`src/rtl/hdmi_period_sched.sv`:
```
// Raster timing and TMDS period sequencer for one DVI/HDMI output.
// Stage 0 runs the raster counters and drives the pixel source.
// Stage 1 registers the period and override symbols. This keeps them aligned
// with the one-cycle registered output of the TMDS encoders.
module hdmi_period_sched #(
    parameter int   H_ACTIVE = 640,
    parameter int   H_FP     = 16,
    parameter int   H_SYNC   = 96,
    parameter int   H_BP     = 48,
    parameter int   V_ACTIVE = 480,
    parameter int   V_FP     = 10,
    parameter int   V_SYNC   = 2,
    parameter int   V_BP     = 33,
    parameter logic HS_POL   = 1'b0,
    parameter logic VS_POL   = 1'b0
) (
    input  logic        clk,
    input  logic        rst_n,
    input  logic        en,
    output logic [11:0] x,
    output logic [11:0] y,
    output logic        de,
    output logic        frame_start,
    output logic        use_enc,
    output logic [9:0]  sym0,
    output logic [9:0]  sym1,
    output logic [9:0]  sym2,
    output logic        hsync_o,
    output logic        vsync_o,
    output logic [1:0]  period_o
);

    // Raster constants, all 12-bit so every compare stays at counter width.
    localparam logic [11:0] H_ACT_C   = 12'(H_ACTIVE);
    localparam logic [11:0] HT_M1     = 12'(H_ACTIVE + H_FP + H_SYNC + H_BP - 1);
    localparam logic [11:0] HS_START  = 12'(H_ACTIVE + H_FP);
    localparam logic [11:0] HS_END    = 12'(H_ACTIVE + H_FP + H_SYNC - 1);
    localparam logic [11:0] PRE_START = 12'(H_ACTIVE + H_FP + H_SYNC + H_BP - 10);
    localparam logic [11:0] PRE_END   = 12'(H_ACTIVE + H_FP + H_SYNC + H_BP - 3);
    localparam logic [11:0] GB_START  = 12'(H_ACTIVE + H_FP + H_SYNC + H_BP - 2);
    localparam logic [11:0] V_ACT_C   = 12'(V_ACTIVE);
    localparam logic [11:0] V_ACT_M1  = 12'(V_ACTIVE - 1);
    localparam logic [11:0] VT_M1     = 12'(V_ACTIVE + V_FP + V_SYNC + V_BP - 1);
    localparam logic [11:0] VS_START  = 12'(V_ACTIVE + V_FP);
    localparam logic [11:0] VS_END    = 12'(V_ACTIVE + V_FP + V_SYNC - 1);

    // Period states.
    localparam logic [1:0] P_CTRL  = 2'd0;
    localparam logic [1:0] P_PRE   = 2'd1;
    localparam logic [1:0] P_GUARD = 2'd2;
    localparam logic [1:0] P_VIDEO = 2'd3;

    // TMDS control and video guard-band symbols.
    localparam logic [9:0] CTL_00 = 10'b1101010100;
    localparam logic [9:0] CTL_01 = 10'b0010101011;
    localparam logic [9:0] CTL_10 = 10'b0101010100;
    localparam logic [9:0] CTL_11 = 10'b1010101011;
    localparam logic [9:0] GB_02  = 10'b1011001100;
    localparam logic [9:0] GB_1   = 10'b0100110011;

    function automatic logic [9:0] ctl_sym(input logic [1:0] c);
        logic [9:0] s;
        case (c)
            2'b00:   s = CTL_00;
            2'b01:   s = CTL_01;
            2'b10:   s = CTL_10;
            default: s = CTL_11;
        endcase
        return s;
    endfunction

    logic [11:0] h_q, h_d;
    logic [11:0] v_q, v_d;
    logic [1:0]  period_q, period_d;
    logic        hsync_q, hsync_d;
    logic        vsync_q, vsync_d;
    logic [9:0]  sym0_q, sym0_d;
    logic [9:0]  sym1_q, sym1_d;
    logic [9:0]  sym2_q, sym2_d;

    logic de_s0;
    logic hs_act;
    logic vs_act;
    logic next_active_line;
    logic pre_win;
    logic gb_win;

    // Raster counter next state. en low parks the counters in blanking.
    always_comb begin
        h_d = h_q;
        v_d = v_q;
        if (!en) begin
            h_d = H_ACT_C;
            v_d = V_ACT_C;
        end else if (h_q == HT_M1) begin
            h_d = 12'd0;
            v_d = (v_q == VT_M1) ? 12'd0 : v_q + 12'd1;
        end else begin
            h_d = h_q + 12'd1;
        end
    end

    // Stage-0 decode. vs_act follows v, which only moves at h wrap.
    always_comb begin
        de_s0            = (h_q < H_ACT_C) && (v_q < V_ACT_C);
        hs_act           = (h_q >= HS_START) && (h_q <= HS_END);
        vs_act           = (v_q >= VS_START) && (v_q <= VS_END);
        next_active_line = (v_q == VT_M1) || (v_q < V_ACT_M1);
        pre_win          = (h_q >= PRE_START) && (h_q <= PRE_END);
        gb_win           = (h_q >= GB_START);
    end

    // Period, sync and override-symbol selection for the next stage-1 cycle.
    always_comb begin
        period_d = P_CTRL;
        if (!en) begin
            period_d = P_CTRL;
        end else if (de_s0) begin
            period_d = P_VIDEO;
        end else if (next_active_line && pre_win) begin
            period_d = P_PRE;
        end else if (next_active_line && gb_win) begin
            period_d = P_GUARD;
        end
        hsync_d = hs_act ? HS_POL : ~HS_POL;
        vsync_d = vs_act ? VS_POL : ~VS_POL;
        sym0_d  = ctl_sym({vsync_d, hsync_d});
        sym1_d  = CTL_00;
        sym2_d  = CTL_00;
        case (period_d)
            P_PRE: begin
                sym1_d = CTL_01;
            end
            P_GUARD: begin
                sym0_d = GB_02;
                sym1_d = GB_1;
                sym2_d = GB_02;
            end
            default: begin
            end
        endcase
    end

    // Stage-0 counter registers.
    always_ff @(posedge clk or negedge rst_n) begin
        if (!rst_n) begin
            h_q <= H_ACT_C;
            v_q <= V_ACT_C;
        end else begin
            h_q <= h_d;
            v_q <= v_d;
        end
    end

    // Stage-1 period and symbol registers.
    always_ff @(posedge clk or negedge rst_n) begin
        if (!rst_n) begin
            period_q <= P_CTRL;
            hsync_q  <= ~HS_POL;
            vsync_q  <= ~VS_POL;
            sym0_q   <= CTL_00;
            sym1_q   <= CTL_00;
            sym2_q   <= CTL_00;
        end else begin
            period_q <= period_d;
            hsync_q  <= hsync_d;
            vsync_q  <= vsync_d;
            sym0_q   <= sym0_d;
            sym1_q   <= sym1_d;
            sym2_q   <= sym2_d;
        end
    end

    assign x           = h_q;
    assign y           = v_q;
    assign de          = de_s0;
    assign frame_start = (h_q == 12'd0) && (v_q == 12'd0);
    assign use_enc     = (period_q == P_VIDEO);
    assign sym0        = sym0_q;
    assign sym1        = sym1_q;
    assign sym2        = sym2_q;
    assign hsync_o     = hsync_q;
    assign vsync_o     = vsync_q;
    assign period_o    = period_q;

endmodule
```
`config.mk`:
```
export PLATFORM = sky130hd
export DESIGN_NAME = hdmi_period_sched
export DESIGN_NICKNAME = d
export VERILOG_FILES = /design/src/rtl/hdmi_period_sched.sv
export SDC_FILE = /design/constraint.sdc
export NUM_CORES = 1
export LEC_CHECK = 0
export CAP_MARGIN = 15
export CORE_MARGIN = 2
export CORE_UTILIZATION = 30
export CTS_CLUSTER_DIAMETER = 100
export CTS_CLUSTER_SIZE = 8
export DETAILED_ROUTE_END_ITERATION = 10
export DONT_BUFFER_PORTS = 1
export GPL_ROUTABILITY_DRIVEN = 0
export PLACE_DENSITY = 0.41
export SKIP_CTS_REPAIR_TIMING = 1
export SLEW_MARGIN = 20
export SYNTH_ARGS = -nofsm -noshare
export SYNTH_HDL_FRONTEND = slang
export SYNTH_SLANG_ARGS = --single-unit
```
`constraint.sdc`:
```
create_clock -name clk -period 5.8 [get_ports clk]
set_input_delay 0.58 -clock clk [delete_from_list [all_inputs] [get_ports clk]]
set_output_delay 0.58 -clock clk [all_outputs]
set_load 0.005 [all_outputs]
```
## After elaboration in Yosys (flattened, before gate mapping)

Index checks and enable logic that the tools add are counted.

| storage, ports and cells | value |
|---|---|
| flip-flop bits (word level) | 58 |
| latch bits | 0 |
| memory bits (writable) | 0 |
| ROM bits | 0 |
| bits of input ports | 3 |
| output and inout bits | 61 |
| logic and storage cells | 54 |
| memories | 0 |

| operators by class | value |
|---|---|
| add/subtract/negate cells | 2 |
| multipliers | 0 |
| divide/modulo/power cells | 0 |
| $lt $le $gt $ge | 10 |
| equality and inequality tests | 8 |
| shifts and indexed selects | 0 |
| multiplexer cells | 15 |
| bitwise gates (word level) | 0 |
| reductions and logical operators | 11 |

Operators with widths:

| operator | number |
|---|---|
| two-way mux 12 bit | 5 |
| >= comparator 12 x 10 -> 1 bit (second input constant) | 3 |
| one-hot mux 10 bit (3 select lines) | 1 |
| adder 12 x 1 -> 12 bit (second input constant) | 2 |
| equality test 12 x 10 -> 1 bit (second input constant) | 2 |
| less-or-equal comparator 12 x 10 -> 1 bit (second input constant) | 2 |
| logical NOT 12 bit | 2 |
| < comparator 12 x 9 -> 1 bit (second input constant) | 2 |
| one-hot mux 10 bit (2 select lines) | 1 |
| >= comparator 12 x 9 -> 1 bit (second input constant) | 1 |
| less-or-equal comparator 12 x 9 -> 1 bit (second input constant) | 1 |
| < comparator 12 x 10 -> 1 bit (second input constant) | 1 |
| two-way mux 10 bit | 1 |
| two-way mux 9 bit | 1 |
| two-way mux 2 bit | 4 |
| logical AND 1 bit | 7 |
| equality test 2 bit (second input constant) | 3 |
| equality test 2 x 1 -> 1 bit (second input constant) | 2 |
| logical NOT 2 bit | 1 |
| two-way mux 1 bit | 2 |
| != test 2 x 1 -> 1 bit (second input constant) | 1 |
| logical OR 1 bit | 1 |

## Logic depth before layout (Yosys ltp)

| logic depth | value |
|---|---|
| depth after elaboration | 9 |
| depth in mapped cells | 9 |
| gate-level depth less buffers | 9 |

## Worst setup path after synthesis

Ideal clock, no wire load.

| path | value |
|---|---|
| kind | register -> register |
| start point | reg h_q[5], in the netlist x[5] |
| end point | reg sym0_q[7], in the netlist sym0[7] |
| setup time | 0.127 ns |
| arrival | 2.078 ns |
| data required time | 5.673 ns |
| setup slack | 3.594 ns |
| cell stages (with the launch flop) | 8 |
| buffers on the path | 1 |
| cells stage by stage | dfrtp_1 -> buf_6 -> or4_4 -> nor2_1 -> a22oi_1 -> a31o_2 -> ha_1 -> or2_2 |

| between the ends | value |
|---|---|
| cells in the longest elaborated chain, start to end | 8 |
| elaborated cells on any way between the ends | 22 |

RTL lines:

| item | line | RTL |
|---|---|---|
| start: declaration | 72 | `logic [11:0] h_q, h_d;` |
| start signal: assignment | 147 | `h_q <= H_ACT_C;` |
| start signal: assignment | 150 | `h_q <= h_d;` |
| >= comparator 12 x 10 -> 1 bit, or another cell as far along | 110 | `gb_win = (h_q >= GB_START);` |
| logical AND 1 bit (on tied branches) | 122, 109 |  |
| two-way mux 2 bit / logical AND 1 bit (equally long branches) | 122, 120 |  |
| two-way mux 2 bit | 120 | `end else if (next_active_line && pre_win) begin` |
| two-way mux 2 bit (*) | 118 | `end else if (de_s0) begin` |
| two-way mux 2 bit (*) | 116 | `if (!en) begin` |
| named net period_d[1] | 74 | `logic [1:0] period_q, period_d;` |
| equality test 2 bit (*) | 130 | `case (period_d)` |
| two-way mux 10 bit (*) | 130 |  |
| end signal: assignment | 168 | `sym0_q <= sym0_d;` |
| end: declaration | 77 | `logic [9:0] sym0_q, sym0_d;` |

The timed path passes the listed nets; every way through them passes the cells marked *.
A chain may end at the register's enable or synchronous reset.

## Final worst setup path

| path | value |
|---|---|
| start point | reg v_q[1], in the netlist y[1] |
| end point | reg sym0_q[7], in the netlist sym0[7] |

| between the ends | value |
|---|---|
| cells in the longest elaborated chain, start to end | 9 |
| elaborated cells on any way between the ends | 21 |

RTL lines:

| item | line | RTL |
|---|---|---|
| start: declaration | 73 | `logic [11:0] v_q, v_d;` |
| start signal: assignment | 151 | `v_q <= v_d;` |
| < comparator 12 x 9 -> 1 bit / equality test 12 x 10 -> 1 bit (equally long branches) | 108 | `next_active_line = (v_q == VT_M1) \|\| (v_q < V_ACT_M1);` |
| logical OR 1 bit | 108 |  |
| logical AND 1 bit | 122 | `end else if (next_active_line && gb_win) begin` |
| two-way mux 2 bit | 122 |  |
| two-way mux 2 bit | 120 |  |
| two-way mux 2 bit | 118 |  |
| two-way mux 2 bit | 116 |  |
| equality test 2 bit | 130 |  |
| two-way mux 10 bit (*) | 130 |  |

Every way passes the cells marked *; elsewhere a longest branch is shown, timed or not.

==> metrics.yaml <==
pwr:
  p_clk_share_pct: 41.2
  cellPowerDensity_mw_per_mm2: 218
  switching_power_uw: 114
  p_seq_share_pct: 55.5
  switching_share_pct: 22.7
  ir_drop_mv: 0.0817
  comb_power_share_pct: 3.3
  internal-power_uw: 387
  leakage_uw: 0.000909
placed_design:
  port_buffers: 0
  hpwl_um: 3850
timing:
  whs_ps: 95.0
  final.setup.tns_ps: 0
  tightest_slew_ps: 728
  period_minus_slack_ps: 2840
  maxSlewViolCount: 0
  setup_viol: 0
  rsz0062_at_grt: "no"
  post-route-period-util_pct: 49.0
  relSlewSlack_pct: 51.0
  skew_ps: 14.5
  fmax_mhz: 352
  hold_viol: 0
critical_path:
  r2r_cells: 8
  worst_r2r_endpoint: "sym0[7]$_DFF_PN0_"
  timing_worst_setup_path_type: "reg2reg"
  r2r_start: "y[1]$_DFFE_PN0P_"
  critPathMaxFanout: 11
  r2r_setup_slack_ps: 2960
  crit_required_ps: 5980
  crit_path_end_kind: "register"
  arrival_ps: 3020
  crit_path_start_kind: "register"
drt:
  wl_met2_um: 2510
  drc: 0
  top_layer: "met4"
  dr.pass1.iters: 4
  vias_per_cell: 5.25
  vias: 1649
  ant_nets: 0
  met3_wirelength_um: 365
  wl_per_cell_um: 17.7
  drtIter0Drc: 74
  wirelength_um: 5570
  met1_length_um: 2640
logic_synthesis:
  avgSynthCellArea_um2: 9.62
  synth-edff-count: 0
  ys.warnings.count: 0
  synth.distinct_cells: 48
  ys_ff_latch: 39
  synth.largest_area_cell: "dfrtp_1"
  async_reset_ff_share_pct: 100
  yosysTopAreaCellShare_pct: 28.0
  syn_inst: 232
  ys_seq_area_share_pct: 44.5
  synth_area_mm2: 0.00223
  ys.flop_type: "dfrtp_1"
  synthTopCellsByArea: "dfrtp_1 28%, dfstp_2 16%, buf_4 6.4%"
layout:
  drive_gt1_share_pct: 15.8
  fin_util_pct: 31.9
  nNetsFinal: 227
  antenna_cells: 0
  syn_to_final_growth_pct: 3.14
floorplanning:
  dieArea_mm2: 0.00814
  row_count: 31
  die_w_um: 90.2
  ios: 64
  core_area_mm2: 0.00721
  initial_core_util_pct: 30.9
  die_h_um: 90.2
global_route:
  grt_usage_pct: 13.8
  grt_max_degree: 40
  grt_antenna_before_repair: 0
  grt-ovfl-total: 0
  grt_pass1_vias: 1521
  grt_pass1_wl_um: 8820
clock_network:
  clockRootBuffer: "clkbuf_8"
  clock_path_buffers: 2
  numCtsBuffers: 5
  path_clk_slew_ps: 80
  cts_tree: "built"
  cts.sinks: 39
  htreeDepth: 2
  clkLatencyLatePin_ps: 290
worst_hold_path:
  holdCritPathClass: "in2async"
status:
  outcome: "finished clean"
flow_run:
  maxCapViolations: 0
==> power by group through the flow <==
stage	Combinational, uW	Clock [uW]	Sequential (uW)
2_1_floorplan	12.9	0	281
3_3_place_gp	11.5	0	283
3_5_place_dp	11.4	0	283
4_1_cts	11.5	219	278
5_1_grt	19.5	231	279
6_report	16.5	206	278
==> layer usage <==
metal  up-vias  global-route usage, %
met3         4                   4.95
met4         0                   4.10
met2        51                   20.4
met1       818                   18.8
li1        776                      -
met5         -                      0
==> sequential cells by signal, indices dropped and copies added (netlist names) <==
register  flops
sym1          4
sym2          2
hsync_o       1
x            12
vsync_o       1
y            12
period_o      2
sym0          5
==> kinds of logic after synthesis <==
kind of cell             synth area share, %
AO/OA/AOI/OAI                           12.9
XOR/XNOR                                2.36
adder cells (fa/ha/maj)                 5.61
buffers and inverters                   10.9
flip-flops                              44.5
multiplexers                           0.449
other                                  0.337
AND/OR/NAND/NOR                         22.9
==> cell type report <==
type,count,area [um2]
fillers,781,4910
well taps,99,124
flip-flops and latches,39,993
inverters,12,45.0
clock inverters,1,7.51
clock buffers,7,96.3
multi-input cells,155,1010
repair buffers,1,20.0
==> worst max path at each step <==
stage / from / to / slack (ps) / depth (start not counted)
final: y[1]$_DFFE_PN0P_ / sym0[7]$_DFF_PN0_ / 2960 / 8
after global routing: y[1]$_DFFE_PN0P_ / sym0[7]$_DFF_PN0_ / 2680 / 8
after CTS: y[0]$_DFFE_PN0P_ / sym0[7]$_DFF_PN0_ / 2990 / 8
after detailed placement: y[0]$_DFFE_PN0P_ / sym0[7]$_DFF_PN0_ / 3010 / 8
after global placement: y[0]$_DFFE_PN0P_ / sym0[7]$_DFF_PN0_ / 3150 / 8
after floorplan: x[5]$_DFF_PN0_ / sym0[7]$_DFF_PN0_ / 3590 / 7
==> critical path, stage by stage (launching register included) <==
cell and delay [ps]:
dfrtp_1 450, inv_1 120, ha_1 160, nor4b_1 360
nand4_1 470, a21bo_2 390, a41oi_1 150, ha_1 320
or2_2 310
==> through the flow <==
stage | instances | setup WS, ps | area [um2] | power (uW)
finish | 314 | 2960 | 2300 | 501
global route | 314 | 2680 | 2300 | 529
CTS | 313 | 2990 | 2270 | 508
detailed placement | 305 | 3010 | 2170 | 294
global placement | 305 | 3150 | 2170 | 294
floorplan | 236 | 3590 | 2250 | 294
==> cells in the final DEF (no fill, tap or decap), types with 2 or more instances in the layout <==
| cell type | count |
|---|---|
| a211o_1 | 2 |
| a21o_1 | 2 |
| a21oi_1 | 6 |
| a31oi_1 | 5 |
| and2_1 | 4 |
| and4_1 | 4 |
| clkbuf_8 | 7 |
| conb_1 | 6 |
| dfrtp_1 | 25 |
| dfstp_2 | 14 |
| ha_1 | 10 |
| inv_1 | 12 |
| nand2_1 | 14 |
| nand3_1 | 17 |
| nand4_1 | 7 |
| nor2_1 | 17 |
| nor3_1 | 4 |
| nor4b_1 | 4 |
| o2111ai_1 | 2 |
| o211ai_1 | 4 |
| o21ai_0 | 9 |
| or2_2 | 3 |
| or3_1 | 6 |
| or4_4 | 2 |
| xnor2_1 | 3 |
| xor2_1 | 3 |
==> cells in the mapped netlist, types with 2 or more instances <==
cell type	count
xnor2_1	3
nand4_1	7
or2_2	3
o211ai_1	4
dfrtp_1	25
and4_1	4
dfstp_2	14
buf_6	2
a211o_1	2
nor4b_1	4
nor2_1	17
o21ai_0	9
xor2_1	3
nor3_1	4
nand2_1	14
a21oi_1	6
conb_1	2
or4_4	2
nor4_1	2
a21o_1	2
nand3_1	17
o2111ai_1	2
buf_4	19
or3_1	6
clkbuf_1	9
a31oi_1	5
and2_1	4
inv_1	12
ha_1	10
Note: power is estimated with default switching activity, not from simulation.
